==> src/rtl/vredsum_seq_if.sv <==
// vredsum_seq_if: command and register-file port bundle for the vredsum.vs
// sequencer. master = issue stage / register file side, slave = sequencer.
interface vredsum_seq_if #(
  parameter int VLEN_BITS = 128,
  parameter int REG_AW    = 5
);
  // command channel
  logic                 cmd_valid;
  logic                 cmd_ready;
  logic                 cmd_sew;
  logic                 cmd_lmul;
  logic [REG_AW-1:0]    cmd_vs2;
  logic [REG_AW-1:0]    cmd_vs1;
  logic [REG_AW-1:0]    cmd_vd;
  // register-file read port
  logic                 rf_rd_en;
  logic [REG_AW-1:0]    rf_rd_addr;
  logic [VLEN_BITS-1:0] rf_rd_data;
  // register-file write port
  logic                 rf_wr_en;
  logic [REG_AW-1:0]    rf_wr_addr;
  logic [VLEN_BITS-1:0] rf_wr_data;
  logic                 rf_wr_ready;
  // status
  logic                 busy;
  logic                 done;

  modport master (
    output cmd_valid, cmd_sew, cmd_lmul, cmd_vs2, cmd_vs1, cmd_vd,
    output rf_rd_data, rf_wr_ready,
    input  cmd_ready, rf_rd_en, rf_rd_addr, rf_wr_en, rf_wr_addr, rf_wr_data,
    input  busy, done
  );

  modport slave (
    input  cmd_valid, cmd_sew, cmd_lmul, cmd_vs2, cmd_vs1, cmd_vd,
    input  rf_rd_data, rf_wr_ready,
    output cmd_ready, rf_rd_en, rf_rd_addr, rf_wr_en, rf_wr_addr, rf_wr_data,
    output busy, done
  );
endinterface

==> src/rtl/vredsum_seq.sv <==
// vredsum_seq: multi-cycle vredsum.vs sequencer. Reads vs1 then the vs2
// group (1 or 4 registers) one register per cycle, accumulates the
// sign-extended elements in a 40-bit accumulator and writes the scalar
// result into element 0 of vd.
// Optional feature: define VREDSUM_SEQ_SAT_EN to saturate the written result
// to the signed SEW range instead of wrapping.

// Per-32-bit-lane reducer: sum of sign-extended elements in one word.
module vredsum_lane (
  input  logic               sew,
  input  logic [31:0]        word,
  output logic signed [33:0] sum
);
  // int32: the word itself; int8: four bytes summed
  always_comb begin
    if (sew) sum = 34'(signed'(word));
    else     sum = 34'(signed'(word[7:0]))   + 34'(signed'(word[15:8])) +
                   34'(signed'(word[23:16])) + 34'(signed'(word[31:24]));
  end
endmodule

module vredsum_seq #(
  parameter int VLEN_BITS = 128,
  parameter int REG_AW    = 5
) (
  input  logic         clk,
  input  logic         rst_n,
  vredsum_seq_if.slave bus
);
  localparam int NUM_LANES = VLEN_BITS / 32;
  localparam int VEC_W     = 32;
  localparam int ACC_W     = 40;
  localparam int STAGES    = 1;

  localparam logic signed [ACC_W-1:0] MAX8  = 40'sd127;
  localparam logic signed [ACC_W-1:0] MIN8  = -40'sd128;
  localparam logic signed [ACC_W-1:0] MAX32 = 40'sd2147483647;
  localparam logic signed [ACC_W-1:0] MIN32 = -40'sd2147483648;

  typedef enum logic [1:0] {IDLE, RD, DRAIN, WR} state_t;

  state_t                          state;
  logic                            sew_q, lmul_q;
  logic [REG_AW-1:0]               vs2_q;
  logic [2:0]                      cnt;
  logic signed [ACC_W-1:0]         acc;
  // [0]: read issued this cycle, [1]: its data is on rf_rd_data this cycle
  logic [STAGES:0]                 vld_pipe;
  // tags the vs1 read as it travels through vld_pipe
  logic [STAGES:0]                 vs1_pipe;

  logic                            cmd_ready_q, busy_q, done_q, wr_en_q;
  logic [REG_AW-1:0]               rd_addr_q, wr_addr_q;
  logic [VLEN_BITS-1:0]            wr_data_q;

  logic [NUM_LANES-1:0][VEC_W-1:0] rd_words;
  logic [NUM_LANES-1:0][33:0]      lane_sum;
  logic signed [ACC_W-1:0]         reg_sum, vs1_elem, acc_nxt;
  logic [VLEN_BITS-1:0]            result;
  logic [2:0]                      last_cnt;

  assign rd_words = bus.rf_rd_data;
  assign last_cnt = lmul_q ? 3'd4 : 3'd1;

  for (genvar l = 0; l < NUM_LANES; l++) begin : g_lane
    vredsum_lane u_lane (
      .sew  (sew_q),
      .word (rd_words[l]),
      .sum  (lane_sum[l])
    );
  end

  // whole-register sum across lanes
  always_comb begin
    reg_sum = '0;
    for (int l = 0; l < NUM_LANES; l++)
      reg_sum = reg_sum + ACC_W'(signed'(lane_sum[l]));
  end

  // element 0 of vs1, sign-extended per SEW
  always_comb begin
    vs1_elem = sew_q ? ACC_W'(signed'(rd_words[0])) : ACC_W'(signed'(rd_words[0][7:0]));
  end

  // next accumulator: vs1 seeds it, each vs2 register adds its sum
  always_comb begin
    acc_nxt = acc;
    if (vld_pipe[1]) acc_nxt = vs1_pipe[1] ? vs1_elem : acc + reg_sum;
  end

  // write-back formatting from the final accumulator; upper bits stay zero
  always_comb begin
    result = '0;
`ifdef VREDSUM_SEQ_SAT_EN
    if (sew_q)
      result[31:0] = (acc_nxt > MAX32) ? 32'h7FFF_FFFF :
                     (acc_nxt < MIN32) ? 32'h8000_0000 : acc_nxt[31:0];
    else
      result[7:0]  = (acc_nxt > MAX8) ? 8'h7F :
                     (acc_nxt < MIN8) ? 8'h80 : acc_nxt[7:0];
`else
    if (sew_q) result[31:0] = acc_nxt[31:0];
    else       result[7:0]  = acc_nxt[7:0];
`endif
  end

  // sequencer FSM with registered outputs and read-valid pipeline
  always_ff @(posedge clk or negedge rst_n) begin
    if (!rst_n) begin
      state       <= IDLE;
      sew_q       <= 1'b0;
      lmul_q      <= 1'b0;
      vs2_q       <= '0;
      cnt         <= '0;
      acc         <= '0;
      vld_pipe    <= '0;
      vs1_pipe    <= '0;
      cmd_ready_q <= 1'b1;
      busy_q      <= 1'b0;
      done_q      <= 1'b0;
      wr_en_q     <= 1'b0;
      rd_addr_q   <= '0;
      wr_addr_q   <= '0;
      wr_data_q   <= '0;
    end else begin
      done_q      <= 1'b0;
      vld_pipe[1] <= vld_pipe[0];
      vs1_pipe[1] <= vs1_pipe[0];
      acc         <= acc_nxt;
      case (state)
        IDLE: begin
          if (bus.cmd_valid) begin
            sew_q       <= bus.cmd_sew;
            lmul_q      <= bus.cmd_lmul;
            vs2_q       <= bus.cmd_vs2;
            wr_addr_q   <= bus.cmd_vd;
            rd_addr_q   <= bus.cmd_vs1;
            cnt         <= '0;
            acc         <= '0;
            vld_pipe[0] <= 1'b1;
            vs1_pipe[0] <= 1'b1;
            cmd_ready_q <= 1'b0;
            busy_q      <= 1'b1;
            state       <= RD;
          end
        end
        RD: begin
          vs1_pipe[0] <= 1'b0;
          cnt         <= cnt + 3'd1;
          if (cnt == last_cnt) begin
            // last read issued this cycle; address holds its value
            vld_pipe[0] <= 1'b0;
            state       <= DRAIN;
          end else begin
            rd_addr_q <= vs2_q + REG_AW'(cnt);
          end
        end
        DRAIN: begin
          wr_data_q <= result;
          wr_en_q   <= 1'b1;
          state     <= WR;
        end
        WR: begin
          if (bus.rf_wr_ready) begin
            wr_en_q     <= 1'b0;
            done_q      <= 1'b1;
            cmd_ready_q <= 1'b1;
            busy_q      <= 1'b0;
            state       <= IDLE;
          end
        end
        default: state <= IDLE;
      endcase
    end
  end

  assign bus.cmd_ready  = cmd_ready_q;
  assign bus.busy       = busy_q;
  assign bus.done       = done_q;
  assign bus.rf_rd_en   = vld_pipe[0];
  assign bus.rf_rd_addr = rd_addr_q;
  assign bus.rf_wr_en   = wr_en_q;
  assign bus.rf_wr_addr = wr_addr_q;
  assign bus.rf_wr_data = wr_data_q;
endmodule
==> src/flat_wrapper.sv <==
// flat-port wrapper written by rule: the top's interface ports become plain ports
module vredsum_seq_flat 
#(
  parameter int VLEN_BITS = 128,
  parameter int REG_AW    = 5
)
  (clk, rst_n, bus_cmd_valid, bus_cmd_sew, bus_cmd_lmul, bus_cmd_vs2, bus_cmd_vs1, bus_cmd_vd, bus_rf_rd_data, bus_rf_wr_ready, bus_cmd_ready, bus_rf_rd_en, bus_rf_rd_addr, bus_rf_wr_en, bus_rf_wr_addr, bus_rf_wr_data, bus_busy, bus_done);
  vredsum_seq_if #(.VLEN_BITS(VLEN_BITS), .REG_AW(REG_AW)) bus_i ();
  input  logic clk;
  input  logic rst_n;
  input wire logic [$bits(bus_i.cmd_valid)-1:0] bus_cmd_valid;
  input wire logic [$bits(bus_i.cmd_sew)-1:0] bus_cmd_sew;
  input wire logic [$bits(bus_i.cmd_lmul)-1:0] bus_cmd_lmul;
  input wire logic [$bits(bus_i.cmd_vs2)-1:0] bus_cmd_vs2;
  input wire logic [$bits(bus_i.cmd_vs1)-1:0] bus_cmd_vs1;
  input wire logic [$bits(bus_i.cmd_vd)-1:0] bus_cmd_vd;
  input wire logic [$bits(bus_i.rf_rd_data)-1:0] bus_rf_rd_data;
  input wire logic [$bits(bus_i.rf_wr_ready)-1:0] bus_rf_wr_ready;
  output wire logic [$bits(bus_i.cmd_ready)-1:0] bus_cmd_ready;
  output wire logic [$bits(bus_i.rf_rd_en)-1:0] bus_rf_rd_en;
  output wire logic [$bits(bus_i.rf_rd_addr)-1:0] bus_rf_rd_addr;
  output wire logic [$bits(bus_i.rf_wr_en)-1:0] bus_rf_wr_en;
  output wire logic [$bits(bus_i.rf_wr_addr)-1:0] bus_rf_wr_addr;
  output wire logic [$bits(bus_i.rf_wr_data)-1:0] bus_rf_wr_data;
  output wire logic [$bits(bus_i.busy)-1:0] bus_busy;
  output wire logic [$bits(bus_i.done)-1:0] bus_done;
  assign bus_i.cmd_valid = bus_cmd_valid;
  assign bus_i.cmd_sew = bus_cmd_sew;
  assign bus_i.cmd_lmul = bus_cmd_lmul;
  assign bus_i.cmd_vs2 = bus_cmd_vs2;
  assign bus_i.cmd_vs1 = bus_cmd_vs1;
  assign bus_i.cmd_vd = bus_cmd_vd;
  assign bus_i.rf_rd_data = bus_rf_rd_data;
  assign bus_i.rf_wr_ready = bus_rf_wr_ready;
  assign bus_cmd_ready = bus_i.cmd_ready;
  assign bus_rf_rd_en = bus_i.rf_rd_en;
  assign bus_rf_rd_addr = bus_i.rf_rd_addr;
  assign bus_rf_wr_en = bus_i.rf_wr_en;
  assign bus_rf_wr_addr = bus_i.rf_wr_addr;
  assign bus_rf_wr_data = bus_i.rf_wr_data;
  assign bus_busy = bus_i.busy;
  assign bus_done = bus_i.done;
  vredsum_seq #(.VLEN_BITS(VLEN_BITS), .REG_AW(REG_AW)) u_core (.clk(clk), .rst_n(rst_n), .bus(bus_i));
endmodule
==> config.mk <==
export PLATFORM = sky130hd
export DESIGN_NAME = vredsum_seq_flat
export DESIGN_NICKNAME = d
export VERILOG_FILES = /design/src/rtl/vredsum_seq_if.sv /design/src/rtl/vredsum_seq.sv /design/src/flat_wrapper.sv
export SDC_FILE = /design/constraint.sdc
export NUM_CORES = 1
export LEC_CHECK = 0
export CAP_MARGIN = 0
export CORE_AREA = 2 2 188 190
export CTS_CLUSTER_DIAMETER = 80
export DETAILED_ROUTE_END_ITERATION = 7
export DIE_AREA = 0 0 190 192
export PLACE_DENSITY = 0.76
export SETUP_SLACK_MARGIN = 0.1
export SYNTH_ARGS = -nofsm -noshare
export SYNTH_HDL_FRONTEND = slang
export SYNTH_SLANG_ARGS = --single-unit
==> constraint.sdc <==
create_clock -name clk -period 7.8 [get_ports clk]
set_input_delay 1.17 -clock clk [delete_from_list [all_inputs] [get_ports clk]]
set_output_delay 1.17 -clock clk [all_outputs]
set_load 0.05 [all_outputs]
==> results.yml, run 1 <==
clock_tree:
  clock_insertion_delay_worst_skew_ns: 0.36
  max-clock-path-buffers: 2
  cts_buffers: 9
  clock-root-buffer: "clkbuf_16"
  cts_hold_buffers: 0
  clock_h_tree_levels: 3
  clkSlewWorstSetupHoldPaths_ns: 0.08
  cts_tree: "yes"
  clock_sinks: 94
yosys:
  post_synth_mux_area_share_pct: 2.643
  adder_and_majority_cell_fraction_of_the_synthesized_area_pct: 29.34
  netlist_instances: 1619
  synth_top_family_by_area: "adder cells"
  synth-compound-area-share_pct: 22.25
  synth-seq-area-share_pct: 17.20
  synth_async_sr_flop_share_pct: 100.0
  synth_area_in_simple_gates_pct: 9.273
  ys_warn_count: 0
  netlist_area_sq_um: 13680
  synth_cell_type_count: 73
  synth_seq_cells: 94
  synth_edf_count: 0
  synth_area_per_cell_sq_um: 8.451
  xor_and_xnor_area_share_after_synthesis_pct: 5.158
  leading_register_cell_type_out_of_synthesis: "dfrtp_1"
die:
  die-height_microns: 192
  boundaryPins: 292
  die-area_sq_um: 36480
  starting_density_of_the_core_pct: 39.90
  rows: 68
  floorplan.die.width_microns: 190
  placeable_core_area_sq_um: 34290
min_path:
  timing.hold.worst.class: "flip-flop to flip-flop"
timing:
  period_share_pct: 114.4
  max_clock_freq_mhz: 112.1
  final.setup_skew_ns: 0.01165
  setup_viol: 43
  fin_crit_ns: 8.923
  finalHoldViolations: 0
  final_total_negative_setup_slack_ns: -33.38
  rsz0062_at_grt: "yes"
  maxSlewViolCount: 0
  max_slew_margin_pct: 33.88
  tightest_slew_ns: 0.9918
  final_critical_path_setup_slack_ns: -1.123
setup_path:
  cp.required_ns: 8.07
  timing.critical_path.to_type: "flip-flop"
  slowest_delay_ns: 0.63
  critical_path_arrival_ns: 9.20
  critical_path_peak_fanout: 4
  timing.reg2reg.setup_slack_ns: 0.63
  cp.buffers_inverters: 7
  crit_type: "input port to flip-flop"
  crit_path_top_delay_cell: "clkdlybuf4s50_1"
  crit_path_start_kind: "input port"
  timing.critical_path.max_delay_family: "compound AO/OA/AOI/OAI gates"
drt:
  drtPass1Iterations: 5
  vias: 13503
  route.final.wire_length_mm: 51.46
  route.antenna.remaining_nets: 0
  wire_per_inst_microns: 19.83
  drt_first_iter_violations: 978
  viasPerCell: 5.203
  drc_errors: 0
placed_design:
  gp_congestion: 0.9843
  cell_total_after_placement: 2542
  postPlaceCellArea_sq_um: 18470
  portBuffers: 195
  place_hpwl_mm: 41.52
final_layout:
  nets_finish: 2524
  n_fill_cell: 2976
  drive_above_1_share_pct: 30.95
  layout.cell_area.non_filler_sq_um: 19890
  area_delta_synth_final_pct: 45.39
  fin_cells: 2595
  fin_util_pct: 58.01
global_route:
  grt_pass1_wl_mm: 77.21
  number_of_antenna_violations_at_the_first_check_in_global_routing: 0
  overall_routing_resource_usage_pct: 27.67
  grt_max_degree: 70
  grt_pass1_vias: 13627
  total_global_routing_overflow: 0
status:
  violations: "setup timing"
  result_of_the_run: "finished, violations left"
job:
  max-cap-violations: 0
==> placed cells by master (no fill, tap or decap), types with 16 or more instances in the layout <==
master           instances
conb_1                  96
nand2b_1                16
buf_4                  354
buf_6                   19
clkdlybuf4s50_1        128
o21ai_1                 28
xnor2_1                 38
a21oi_1                 98
a21o_1                  54
o21ai_2                 18
inv_2                   38
nor2_1                  72
fa_1                   127
mux2_2                  16
nand2_1                 84
dfrtp_1                 91
and2_1                  17
a21oi_2                 34
ha_4                    29
o211ai_1                16
dlygate4sd2_1           22
o21ai_0                 98
xor2_1                  28
inv_1                  218
ha_1                    77
==> repair_timing <==
item                       CTS  global route
setup endpoints to repair   48            49
resized for setup          214           160
buffers inserted            22            18
pin swaps                  121            84
==> synthesized netlist by cell type, types with 14 or more instances <==
cell type	number	area share (%)
a211oi_1	18	0.99
a21o_1	54	3.0
a21oi_1	138	5.0
and2_1	20	0.91
buf_4	96	5.3
clkbuf_1	45	1.2
dfrtp_1	93	17
fa_1	133	19
ha_1	108	9.9
inv_1	261	7.2
mux2_2	17	1.4
mux2i_1	17	1.2
nand2_1	89	2.4
nand2b_1	18	0.82
nand3_1	19	0.70
nor2_1	81	2.2
nor2b_1	17	0.78
o211ai_1	16	0.88
o21ai_0	138	5.0
o21bai_1	14	0.77
xnor2_1	49	3.1
xor2_1	29	1.9
==> sequential cells by signal, summed over array words and instances (netlist names), 2 cells and up <==
signal and flops:
u_core.bus.rf_wr_data 32, u_core.vs1_pipe 2, u_core.state 2, u_core.bus.rf_wr_addr 5, u_core.vs2_q 5, u_core.acc 32
u_core.bus.rf_rd_addr 5, u_core.cnt 3, u_core.vld_pipe 2
==> routing by layer <==
layer | part of all wire (%) | wire, microns | up-vias | global-route usage (%)
li1 | - | - | 6248 | -
met1 | 43 | 21870 | 6511 | 38.02
met2 | 44 | 22800 | 635 | 43.81
met3 | 8.7 | 4465 | 109 | 4.623
met4 | 4.5 | 2317 | 0 | 10.23
met5 | 0 | 0 | - | 0
==> worst paths after layout <==
check	from	end	depth (start not counted)
setup / recovery	bus_rf_rd_data[27]	u_core.bus.rf_wr_data[31]	40
hold reg to reg	u_core.vs1_pipe[0]	u_core.vs1_pipe[1]	0
setup reg to reg	u_core.sew_q	u_core.bus.rf_wr_data[31]	29
hold / removal	u_core.vs1_pipe[0]	u_core.vs1_pipe[1]	0
max in group asynchronous	rst_n	u_core.vld_pipe[1]	2
min in group asynchronous	rst_n	u_core.bus.rf_wr_data[27]	1
==> stage by stage <==
stage / hold WS [ns] / setup WS (ns)
after floorplan: 0.3743 / -0.7407
after global placement: 0.3830 / -1.727
after detailed placement: 0.3987 / -1.893
after CTS: 0.4178 / -0.9531
after global routing: 0.4333 / -1.482
final: 0.4132 / -1.123
==> area by class of cell <==
cell class,count,area [sq um],share of cell area (%)
antenna,1,2.502,0.01258
clock buffer,10,229.0,1.151
clock inverter,6,55.05,0.2768
inverter,261,997.2,5.013
multi-input combinational,1204,10920,54.92
sequential,94,2356,11.84
tap,455,569.3,2.862
timing repair buffer,564,4758,23.92
==> worst register-to-register path: cells and delay by family (launching register included) <==
kind                     cells  cell delay, ns
AO/OA/AOI/OAI               12            2.29
adder cells (fa/ha/maj)      5            1.87
flip-flops                   1            0.82
buffers and inverters        4            0.72
AND/OR/NAND/NOR              5            0.54
XOR/XNOR                     2            0.46
multiplexers                 1            0.39
==> cells by family after synthesis <==
family                     Yosys count
muxes                               34
DFF                                 94
AOI/OAI and AO/OA                  480
other                                1
and+or+nand+nor                    274
xor gates and xnor gates            79
adders and majority gates          241
buffers and inverters              416
Power of run 1 is left out: the tool's default activity adds up to more than one toggle a clock period on the data nets, which glitch-free logic cannot reach.
==> run 2: changes to the inputs <==
--- a/config.mk
+++ b/config.mk
@@ -10,7 +10,7 @@
 export CTS_CLUSTER_DIAMETER = 80
 export DETAILED_ROUTE_END_ITERATION = 7
 export DIE_AREA = 0 0 190 192
-export PLACE_DENSITY = 0.76
+export PLACE_DENSITY = 0.74
 export SETUP_SLACK_MARGIN = 0.1
 export SYNTH_ARGS = -nofsm -noshare
 export SYNTH_HDL_FRONTEND = slang
==> constraint.sdc (replaced) <==
create_clock -name clk -period 8.25 [get_ports clk]
set_input_delay 1.2375 -clock clk [delete_from_list [all_inputs] [get_ports clk]]
set_output_delay 1.2375 -clock clk [all_outputs]
set_load 0.05 [all_outputs]
==> results.yml, run 2 (synthesis results as in run 1) <==
timing:
  final_critical_path_setup_slack_ns: -0.7742
  finalHoldViolations: 0
  maxSlewViolCount: 0
  setup_viol: 36
  max_slew_margin_pct: 32.57
  fin_crit_ns: 9.024
  max_clock_freq_mhz: 110.8
  final.setup_skew_ns: 0.009309
  fin_hold_ws_ns: 0.4194
  tightest_slew_ns: 1.012
  rsz0062_at_grt: "yes"
  final_total_negative_setup_slack_ns: -15.92
  period_share_pct: 109.4
final_layout:
  drive_above_1_share_pct: 28.83
  footprint_of_the_multi_input_gates_sq_um: 10790
  insertedDiodeCount: 0
  most_common_cell_after_layout_fill_and_taps_aside: "buf_4"
  area_delta_synth_final_pct: 43.87
  n_fill_cell: 3021
  layout.area.seq_sq_um: 2356
  fin_cells: 2578
  layout_common_cells: "buf_4 (332), inv_1 (224), clkdlybuf4s50_1 (137)"
  nets_finish: 2508
global_route:
  grt_pass1_vias: 13708
  grt_max_degree: 79
  overall_routing_resource_usage_pct: 27.40
  total_global_routing_overflow: 0
  number_of_antenna_violations_at_the_first_check_in_global_routing: 0
  grt_pass1_wl_mm: 76.72
die:
  floorplan.die.width_microns: 190
  starting_density_of_the_core_pct: 39.90
  placeable_core_area_sq_um: 34290
  die-area_sq_um: 36480
  die-height_microns: 192
  boundaryPins: 292
  rows: 68
setup_path:
  timing.critical_path.to_type: "flip-flop"
  cp.required_ns: 8.46
  timing.reg2reg.setup_slack_ns: 1.11
  critical_path_arrival_ns: 9.24
  crit_path_top_delay_cell: "fa_1"
  crit_type: "input port to flip-flop"
  crit_path_start_kind: "input port"
  slowest_delay_ns: 0.60
  critical_path_peak_fanout: 4
  ff2ff_path_depth: 30
  reg2reg_to: "u_core.bus.rf_wr_data[30]"
  timing.rr.start: "u_core.sew_q"
clock_tree:
  clkSlewWorstSetupHoldPaths_ns: 0.07
  clock-root-buffer: "clkbuf_16"
  max-clock-path-buffers: 2
  cts_tree: "yes"
  clock_sinks: 94
  cts_buffers: 9
  clock_h_tree_levels: 3
  clock_insertion_delay_worst_skew_ns: 0.34
min_path:
  min_path_cells: 0
  min_to: "u_core.vs1_pipe[1]"
  holdCritStartpoint: "u_core.vs1_pipe[0]"
  timing.hold.worst.class: "flip-flop to flip-flop"
drt:
  drt_first_iter_violations: 840
  wire_per_inst_microns: 19.45
  drtPass1Iterations: 5
  route.antenna.remaining_nets: 0
  route.final.wire_length_mm: 50.15
  vias: 13247
  drc_errors: 0
  viasPerCell: 5.138
status:
  result_of_the_run: "finished, violations left"
  violations: "setup timing"
job:
  max-cap-violations: 0
placed_design:
  portBuffers: 195
  place_hpwl_mm: 40.74
  gp_congestion: 0.9783
  cell_total_after_placement: 2511
==> run 2: cell count changes in the layout (fill, tap and decap cells not counted), moves of 6 or more <==
cell	change
dlygate4sd2_1	+13
nor2_1	+7
buf_4	-22
o21ai_0	+10
inv_1	+6
nor2_2	-6
clkdlybuf4s50_1	+9
dlymetal6s2s_1	-12
o21ai_1	-9
==> run 2: critical path: cells and delay by family <==
kind	cells	cell delay (ns)
AO/OA/AOI/OAI	17	2.51
AND/OR/NAND/NOR	8	1.52
buffers and inverters	6	0.68
XOR/XNOR	2	0.31
adder cells (fa/ha/maj)	7	2.98
==> run 2: metrics by stage <==
step	setup WS, ns	util, %	instance area, sq um
floorplan	-0.3582	-	14370
global placement	-1.497	53.10	18210
detailed placement	-1.570	53.10	18210
CTS	-0.7196	56.77	19460
global route	-1.085	57.41	19680
finish	-0.7742	57.41	19680
==> run 2: metal layers <==
metal | share of wire (%) | track usage (%) | vias up
li1 | - | - | 6211
met3 | 6.8 | 3.435 | 74
met2 | 46 | 45.33 | 515
met4 | 3.8 | 10.02 | 0
met5 | 0 | 0 | -
met1 | 43 | 36.83 | 6447
==> run 2: worst max path at each step <==
stage                                      to  slack [ns]  depth (start not counted)          startpoint
floorplan           u_core.bus.rf_wr_data[31]       -0.36                         39  bus_rf_rd_data[49]
global placement    u_core.bus.rf_wr_data[31]       -1.50                         41  bus_rf_rd_data[49]
detailed placement  u_core.bus.rf_wr_data[31]       -1.57                         41  bus_rf_rd_data[49]
CTS                 u_core.bus.rf_wr_data[31]       -0.72                         42  bus_rf_rd_data[49]
global route        u_core.bus.rf_wr_data[31]       -1.08                         42  bus_rf_rd_data[49]
finish              u_core.bus.rf_wr_data[30]       -0.77                         40  bus_rf_rd_data[10]
==> run 2: cell type report <==
type	instances	area share, %
Clock buffer	10	1.214
Clock inverter	6	0.4958
Inverter	261	5.053
Multi-Input combinational cell	1204	54.84
Sequential cell	94	11.97
Tap cell	455	2.892
Timing Repair Buffer	548	23.54
==> run 2: timing repair <==
action | 4_1_cts | 5_1_grt
hold buffers | 0 | 0
hold endpoints to repair | 0 | 0
setup buffers | 51 | 12
pin swaps | 146 | 83
gates resized for setup | 252 | 65
setup endpoints to repair | 42 | 42
Power of run 2 is left out for the same reason.
